**src/rtl/reg_file_param.sv**
```systemverilog
// rtl/reg_file_param.sv - parametrised register file with sequenced bulk clear
// Optional write-to-read bypass is enabled by defining REGFILE_BYPASS_EN.
module reg_file_param #(
    parameter int WIDTH     = 16,
    parameter int ADDR_W    = 4,
    parameter int ZERO_REG0 = 0
) (
    input  logic              clk,
    input  logic              rst,
    input  logic              wr_en,
    input  logic [ADDR_W-1:0] wr_addr,
    input  logic [WIDTH-1:0]  wr_data,
    output logic              wr_ready,
    input  logic [ADDR_W-1:0] rd_addr1,
    output logic [WIDTH-1:0]  rd_data1,
    input  logic [ADDR_W-1:0] rd_addr2,
    output logic [WIDTH-1:0]  rd_data2,
    input  logic              clr_req,
    output logic              busy,
    output logic              clr_done
);

    localparam int DEPTH = 1 << ADDR_W;

    typedef enum logic [1:0] {
        S_IDLE  = 2'd0,
        S_CLEAR = 2'd1,
        S_DONE  = 2'd2
    } state_t;

    state_t            state_q, state_d;
    logic [ADDR_W-1:0] ptr_q, ptr_d;
    logic [WIDTH-1:0]  mem_q [DEPTH];
    logic              wr_fire;
    logic              wr_keep;

    always_ff @(posedge clk) begin
        if (rst) begin
            state_q <= S_IDLE;
            ptr_q   <= '0;
        end else begin
            state_q <= state_d;
            ptr_q   <= ptr_d;
        end
    end

    always_comb begin
        state_d = state_q;
        ptr_d   = ptr_q;
        case (state_q)
            S_IDLE: begin
                if (clr_req) begin
                    state_d = S_CLEAR;
                    ptr_d   = '0;
                end
            end
            S_CLEAR: begin
                ptr_d = ptr_q + 1'b1;
                if (ptr_q == ADDR_W'(DEPTH - 1)) begin
                    state_d = S_DONE;
                end
            end
            S_DONE:  state_d = S_IDLE;
            default: state_d = S_IDLE;
        endcase
    end

    always_comb begin
        wr_ready = 1'b0;
        busy     = 1'b0;
        clr_done = 1'b0;
        case (state_q)
            S_IDLE:  wr_ready = 1'b1;
            S_CLEAR: busy     = 1'b1;
            S_DONE: begin
                busy     = 1'b1;
                clr_done = 1'b1;
            end
            default: wr_ready = 1'b0;
        endcase
    end

    assign wr_fire = wr_en && wr_ready;
    // Writes to a hardwired-zero entry 0 are accepted but never stored.
    assign wr_keep = !((ZERO_REG0 != 0) && (wr_addr == '0));

    always_ff @(posedge clk) begin
        if (rst) begin
            for (int i = 0; i < DEPTH; i++) begin
                mem_q[i] <= '0;
            end
        end else if (state_q == S_CLEAR) begin
            mem_q[ptr_q] <= '0;
        end else if (wr_fire && wr_keep) begin
            mem_q[wr_addr] <= wr_data;
        end
    end

    function automatic logic [WIDTH-1:0] read_port(input logic [ADDR_W-1:0] addr);
        logic [WIDTH-1:0] v;
        v = mem_q[addr];
`ifdef REGFILE_BYPASS_EN
        if (wr_fire && (wr_addr == addr)) begin
            v = wr_data;
        end
`else
`endif
        if ((ZERO_REG0 != 0) && (addr == '0)) begin
            v = '0;
        end
        return v;
    endfunction

    always_comb begin
        rd_data1 = read_port(rd_addr1);
    end

    always_comb begin
        rd_data2 = read_port(rd_addr2);
    end

endmodule

```
**config.mk**
```make
export PLATFORM = sky130hd
export DESIGN_NAME = reg_file_param
export DESIGN_NICKNAME = d
export VERILOG_FILES = /design/src/rtl/reg_file_param.sv
export SDC_FILE = /design/constraint.sdc
export NUM_CORES = 1
export LEC_CHECK = 0
export ABC_AREA = 1
export BUFFER_PORTS_ARGS = -buffer_cell sky130_fd_sc_hd__buf_2
export CAP_MARGIN = 10
export CORE_ASPECT_RATIO = 1.5
export CORE_MARGIN = 4
export CORE_UTILIZATION = 35
export CTS_CLUSTER_DIAMETER = 120
export DETAILED_ROUTE_END_ITERATION = 6
export PLACE_DENSITY = 0.54
export RECOVER_POWER = 100
export REMOVE_ABC_BUFFERS = 1
export SKIP_LAST_GASP = 1
export SLEW_MARGIN = 25
export SYNTH_ARGS = -nofsm -noshare
export SYNTH_HDL_FRONTEND = slang
export SYNTH_SLANG_ARGS = --single-unit
```
**constraint.sdc**
```tcl
create_clock -name clk -period 3 [get_ports clk]
set_clock_uncertainty 0.05 [all_clocks]
set_input_delay 0.6 -clock clk [delete_from_list [all_inputs] [get_ports clk]]
set_output_delay 0.6 -clock clk [all_outputs]
set_load 0.005 [all_outputs]
```
==> results.json, run 1 <==
{
  "rows": 92,
  "synth_edf_count": 256,
  "antenna_cells": 0,
  "holdWs_ns": 0.331,
  "synthArstFlopShare": 0,
  "cts.sinks": 262,
  "setup.worst_path.end": "rd_data1[2]",
  "cts-resized-gates": 0,
  "core-area_sq_um": 42100,
  "cp_top_family": "buffers and inverters",
  "slew_viol_final": 0,
  "synth_top_area_cell": "edfxtp_1",
  "hp-class": "in2reg",
  "dp_hpwl_um": 32700,
  "dpl-instance-area_sq_um": 16100,
  "cp.arrival_ns": 2.15,
  "root_buffer": "clkbuf_16",
  "clk_path_buf_depth": 3,
  "rr_worst_depth": 8,
  "max_slew_margin": 0.325,
  "crit_top_cell": "nand3_1",
  "grt_pass1_wl_um": 79300,
  "drt_iter0_drc": 1192,
  "grt_overflow": 0,
  "critPathLaunchType": "primary input",
  "power_uw": 9960,
  "stdcell_area_sq_um": 16900,
  "critPathKind": "in2out",
  "die_x_um": 177,
  "p_per_area_nw_per_um2": 589,
  "antenna_left": 0,
  "ys_ff_latch": 262,
  "hold_path_depth": 2,
  "crit_start": "rd_addr1[0]",
  "end_kind": "output port",
  "drive_above_1_share": 0.112,
  "crit_chain": "buf_6 > buf_12 > clkbuf_2 > a21oi_1 > o21ai_0 > nand3_1 > nand3_1 > nand2_1 > buf_2",
  "port_buffers": 66,
  "syn_inst": 1765,
  "status": "finished, final reports clean",
  "synth_area_per_cell_sq_um": 8.45,
  "rsz0062_at_grt": "no",
  "setup-violations-final": 0,
  "drtPass1Iterations": 6,
  "io_pins": 67,
  "slowest_stage": "clkbuf_2",
  "cp.required_ns": 2.35,
  "synth_ff_type": "edfxtp_1",
  "die_area_sq_um": 46100,
  "worstMarginPinSlew_ns": 1.01,
  "reg2reg_slack_ns": 0.33,
  "fmax_mhz": 357,
  "synth.distinct_cells": 25,
  "ctsHtreeMaxLevel": 1,
  "min_period_ns": 2.80,
  "grt_max_degree": 110,
  "cp_num_buf_inv": 4,
  "post_cts_buffers": 0,
  "drcViolationCount": 0,
  "synth-seq-area-share": 0.523,
  "nNetsFinal": 1815,
  "cts_tree": "built",
  "grt_usage": 0.225,
  "area_growth_pct": 13.3,
  "r2r_end": "mem_q[2][3]",
  "maxCapViolCount": 0,
  "synthTopCellsByArea": "edfxtp_1 (52%), o211ai_1 (9.5%), nand2_1 (9.3%)",
  "peakVddDrop_mv": 0.473,
  "cts_hold_buffers": 0,
  "r2r_start": "state_q[1]",
  "layout_commonest_cell": "nand2_1",
  "finalWirelength_um": 52800,
  "max_stage_delay_ns": 0.48,
  "antenna_found_initial": 0,
  "viasPerCell": 5.55,
  "cts_buffers": 27,
  "ys_warn_count": 0,
  "worst-path-stages": 9,
  "timing.final.crit_share": 0.933,
  "finalHoldViolations": 0,
  "wl_per_cell_um": 22.4,
  "start_util": 0.354,
  "clock_latency_ns": 0.55,
  "gp_congestion": 0.852,
  "clkTransAtPathRegs_ns": 0.06,
  "synth_top_area_frac": 0.515,
  "crit_fanout": 41,
  "synthesis.area_sq_um": 14900,
  "grt_pass1_vias": 13040,
  "p_leak_uw": 0.00644,
  "mostFrequentLayoutCells": "nand2_1 (376), nand3_1 (257), edfxtp_1 (256)",
  "chipHeight_um": 261,
  "vias": 13102
}
==> where the power goes <==
group | internal, uW | switching, uW | leakage, uW
clock | 2170 | 1500 | 0.000459
sequential | 4240 | 94.1 | 0.00270
combinational | 508 | 1450 | 0.00329
==> cell usage after synthesis, drive strengths merged (11+ instances only) <==
cell / number
nor2: 161
edfxtp: 256
o211ai: 188
buf: 55
nor3: 130
inv: 166
a21oi: 11
clkbuf: 101
nand2: 388
nand3: 258
o21ai: 15
or2: 20
==> worst register-to-register path, stage by stage, from the launching register on <==
cell and delay, ns:
dfxtp_1 0.33, inv_1 0.08, ha_1 0.28, nor2_4 0.26, nand3b_1 0.12, nand2_2 0.12, nand2_2 0.27, o21ai_2 0.29
clkbuf_2 0.50
==> worst min-delay path by stage <==
| stage | startpoint | endpoint | slack [ns] |
|---|---|---|---|
| final | rst | ptr_q[1] | 0.33 |
| after global routing | rst | ptr_q[1] | 0.38 |
| after CTS | rst | ptr_q[1] | 0.23 |
| after detailed placement | ptr_q[1] | ptr_q[1] | 0.45 |
| after global placement | ptr_q[1] | ptr_q[1] | 0.45 |
| after floorplan | ptr_q[1] | ptr_q[1] | 0.41 |
==> per-stage QoR <==
| step | TNS, ns | util | instances | setup WS [ns] |
|---|---|---|---|---|
| floorplan | -71.72 | - | 1609 | -0.560 |
| detailed placement | 0 | 0.382 | 2313 | 0.328 |
| global placement | 0 | 0.382 | 2313 | 0.321 |
| global route | 0 | 0.401 | 2361 | 0.115 |
| finish | 0 | 0.401 | 2361 | 0.201 |
| CTS | 0 | 0.405 | 2361 | 0.327 |
==> cell families (layout without fill, tap and decap cells) <==
logic type / after synthesis / after routing / share of synthesized area
AND/OR/NAND/NOR: 959 / 959 / 0.282
buffers and inverters: 323 / 355 / 0.0855
flip-flops: 262 / 262 / 0.523
AO/OA/AOI/OAI: 216 / 216 / 0.105
adder cells (fa/ha/maj): 5 / 5 / 0.00419
==> state kept, by name, indices dropped and copies added (netlist names) <==
signal,flops
mem_q,256
ptr_q,4
state_q,2
==> layout make-up <==
| class | count | area, sq um |
|---|---|---|
| fillers | 4297 | 25200 |
| flip-flops and latches | 262 | 7810 |
| multi-input cells | 1180 | 5830 |
| repair buffers | 140 | 987 |
| well taps | 564 | 706 |
| clock buffers | 29 | 683 |
| inverters | 167 | 627 |
| clock inverters | 19 | 255 |
==> layer usage <==
metal / vias to the layer above / GRT usage / part of all wire
met4: 0 / 0.0862 / 0.039
met1: 6346 / 0.278 / 0.39
met5: - / 0 / 0
met2: 537 / 0.398 / 0.50
li1: 6108 / - / -
met3: 111 / 0.0271 / 0.069
Note: power is estimated with default switching activity, not from simulation.
==> inputs of run 2 (changes only) <==
Settings changed: CTS_BUF_LIST set to sky130_fd_sc_hd__clkbuf_8 sky130_fd_sc_hd__clkbuf_16.
==> results.json, run 2 (synthesis results as in run 1) <==
{
  "clkTransAtPathRegs_ns": 0.06,
  "rsz0062_at_grt": "no",
  "die_x_um": 177,
  "cts_buffers": 27,
  "p_per_area_nw_per_um2": 589,
  "p_leak_uw": 0.00645,
  "crit_chain": "buf_6 > buf_12 > clkbuf_2 > a21oi_1 > o21ai_0 > nand3_1 > nand3_1 > nand2_1 > buf_2",
  "ctsHtreeMaxLevel": 1,
  "mostFrequentLayoutCells": "nand2_1 (376), nand3_1 (257), edfxtp_1 (256)",
  "switchingPower_uw": 3040,
  "switching_share": 0.306,
  "wl_per_cell_um": 22.3,
  "nNetsFinal": 1815,
  "antenna_left": 0,
  "p_int_uw": 6910,
  "drcViolationCount": 0,
  "post_cts_buffers": 0,
  "layout_commonest_cell": "nand2_1",
  "clk_path_buf_depth": 3,
  "fin_cells": 2361,
  "gp_congestion": 0.852,
  "core-area_sq_um": 42100,
  "power_uw": 9950,
  "dp_hpwl_um": 32700,
  "holdWs_ns": 0.330,
  "critPathLaunchType": "primary input",
  "grt_usage": 0.225,
  "area_growth_pct": 13.3,
  "peakVddDrop_mv": 0.473,
  "slowest_stage": "clkbuf_2",
  "crit_top_cell": "nand3_1",
  "fillCellCount": 4297,
  "rows": 92,
  "cts_hold_buffers": 0,
  "seq_power_share": 0.436,
  "cts-resized-gates": 0,
  "p_comb_frac": 0.197,
  "dp.cells": 2313,
  "critPathKind": "in2out",
  "grt_pass1_wl_um": 79400,
  "worstMarginPinSlew_ns": 1.00,
  "grt_max_degree": 110,
  "maxCapViolCount": 0,
  "grt_pass1_vias": 13041,
  "cp_num_buf_inv": 4,
  "clkPwrFrac": 0.367,
  "port_buffers": 66,
  "finalHoldViolations": 0,
  "cts.sinks": 262,
  "antenna_found_initial": 0,
  "regMostFlops": "mem_q",
  "start_util": 0.354,
  "top_regs": "mem_q x256, ptr_q x4, state_q x2",
  "viasPerCell": 5.54,
  "min_period_ns": 2.80,
  "max_slew_margin": 0.333,
  "cp.required_ns": 2.35,
  "drtPass1Iterations": 6,
  "drive_above_1_share": 0.112,
  "end_kind": "output port",
  "status": "finished, final reports clean",
  "fmax_mhz": 358,
  "vias": 13084,
  "max_stage_delay_ns": 0.47,
  "drt_iter0_drc": 1196,
  "root_buffer": "clkbuf_16",
  "largest_register_ffs": 256,
  "finalWirelength_um": 52700,
  "grt_overflow": 0,
  "hp-class": "in2reg",
  "setup-violations-final": 0,
  "timing.final.crit_share": 0.932,
  "cp_top_family": "buffers and inverters",
  "crit_fanout": 41,
  "cts_tree": "built",
  "chipHeight_um": 261,
  "clock_latency_ns": 0.55,
  "slew_viol_final": 0,
  "die_area_sq_um": 46100,
  "antenna_cells": 0,
  "io_pins": 67,
  "cp.arrival_ns": 2.15
}
[run 2: worst paths after layout]
kind,startpoint,end,slack [ns],cells after the start
setup reg to reg,state_q[1],mem_q[8][12],0.32,9
setup / recovery,rd_addr1[0],rd_data1[2],0.20,9
hold / removal,rst,ptr_q[1],0.33,2
hold reg to reg,ptr_q[1],ptr_q[1],0.47,2
[run 2: final cells by class]
class | count | area, sq um | area share
clock buffers | 27 | 676 | 0.0400
clock inverters | 21 | 263 | 0.0155
inverters | 167 | 627 | 0.0371
multi-input cells | 1180 | 5830 | 0.345
flip-flops and latches | 262 | 7810 | 0.462
well taps | 564 | 706 | 0.0418
repair buffers | 140 | 987 | 0.0584
[run 2: worst reg2reg max path: stages, from the launching register on]
cell and delay (ns):
dfxtp_1 0.31, inv_1 0.11, ha_1 0.32, inv_1 0.12, a21oi_2 0.31, nand3_1 0.18
nor2_4 0.15, nand2_1 0.12, nand2_1 0.08, clkbuf_2 0.54
[run 2: power by group through the flow]
stage / combinational, uW / sequential (uW) / clock [uW]
6_report: 1960 / 4340 / 3660
5_1_grt: 2150 / 4360 / 3850
4_1_cts: 2020 / 4340 / 3710
3_5_place_dp: 2010 / 4420 / 0
3_3_place_gp: 2000 / 4410 / 0
2_1_floorplan: 1040 / 4390 / 0
[run 2: layer usage]
metal / part of all wire / track usage / vias to the layer above
li1: - / - / 6117
met1: 0.39 / 0.278 / 6309
met2: 0.50 / 0.398 / 545
met3: 0.067 / 0.0271 / 113
met4: 0.038 / 0.0862 / 0
met5: 0 / 0 / -
[run 2: stage by stage]
step	TNS [ns]	area [sq um]	utilization	setup slack, ns
final	0	16900	0.401	0.204
after global placement	0	16100	0.382	0.321
after global routing	0	16900	0.401	0.115
after detailed placement	0	16100	0.382	0.328
after CTS	0	17100	0.405	0.327
after floorplan	-71.72	14300	-	-0.560
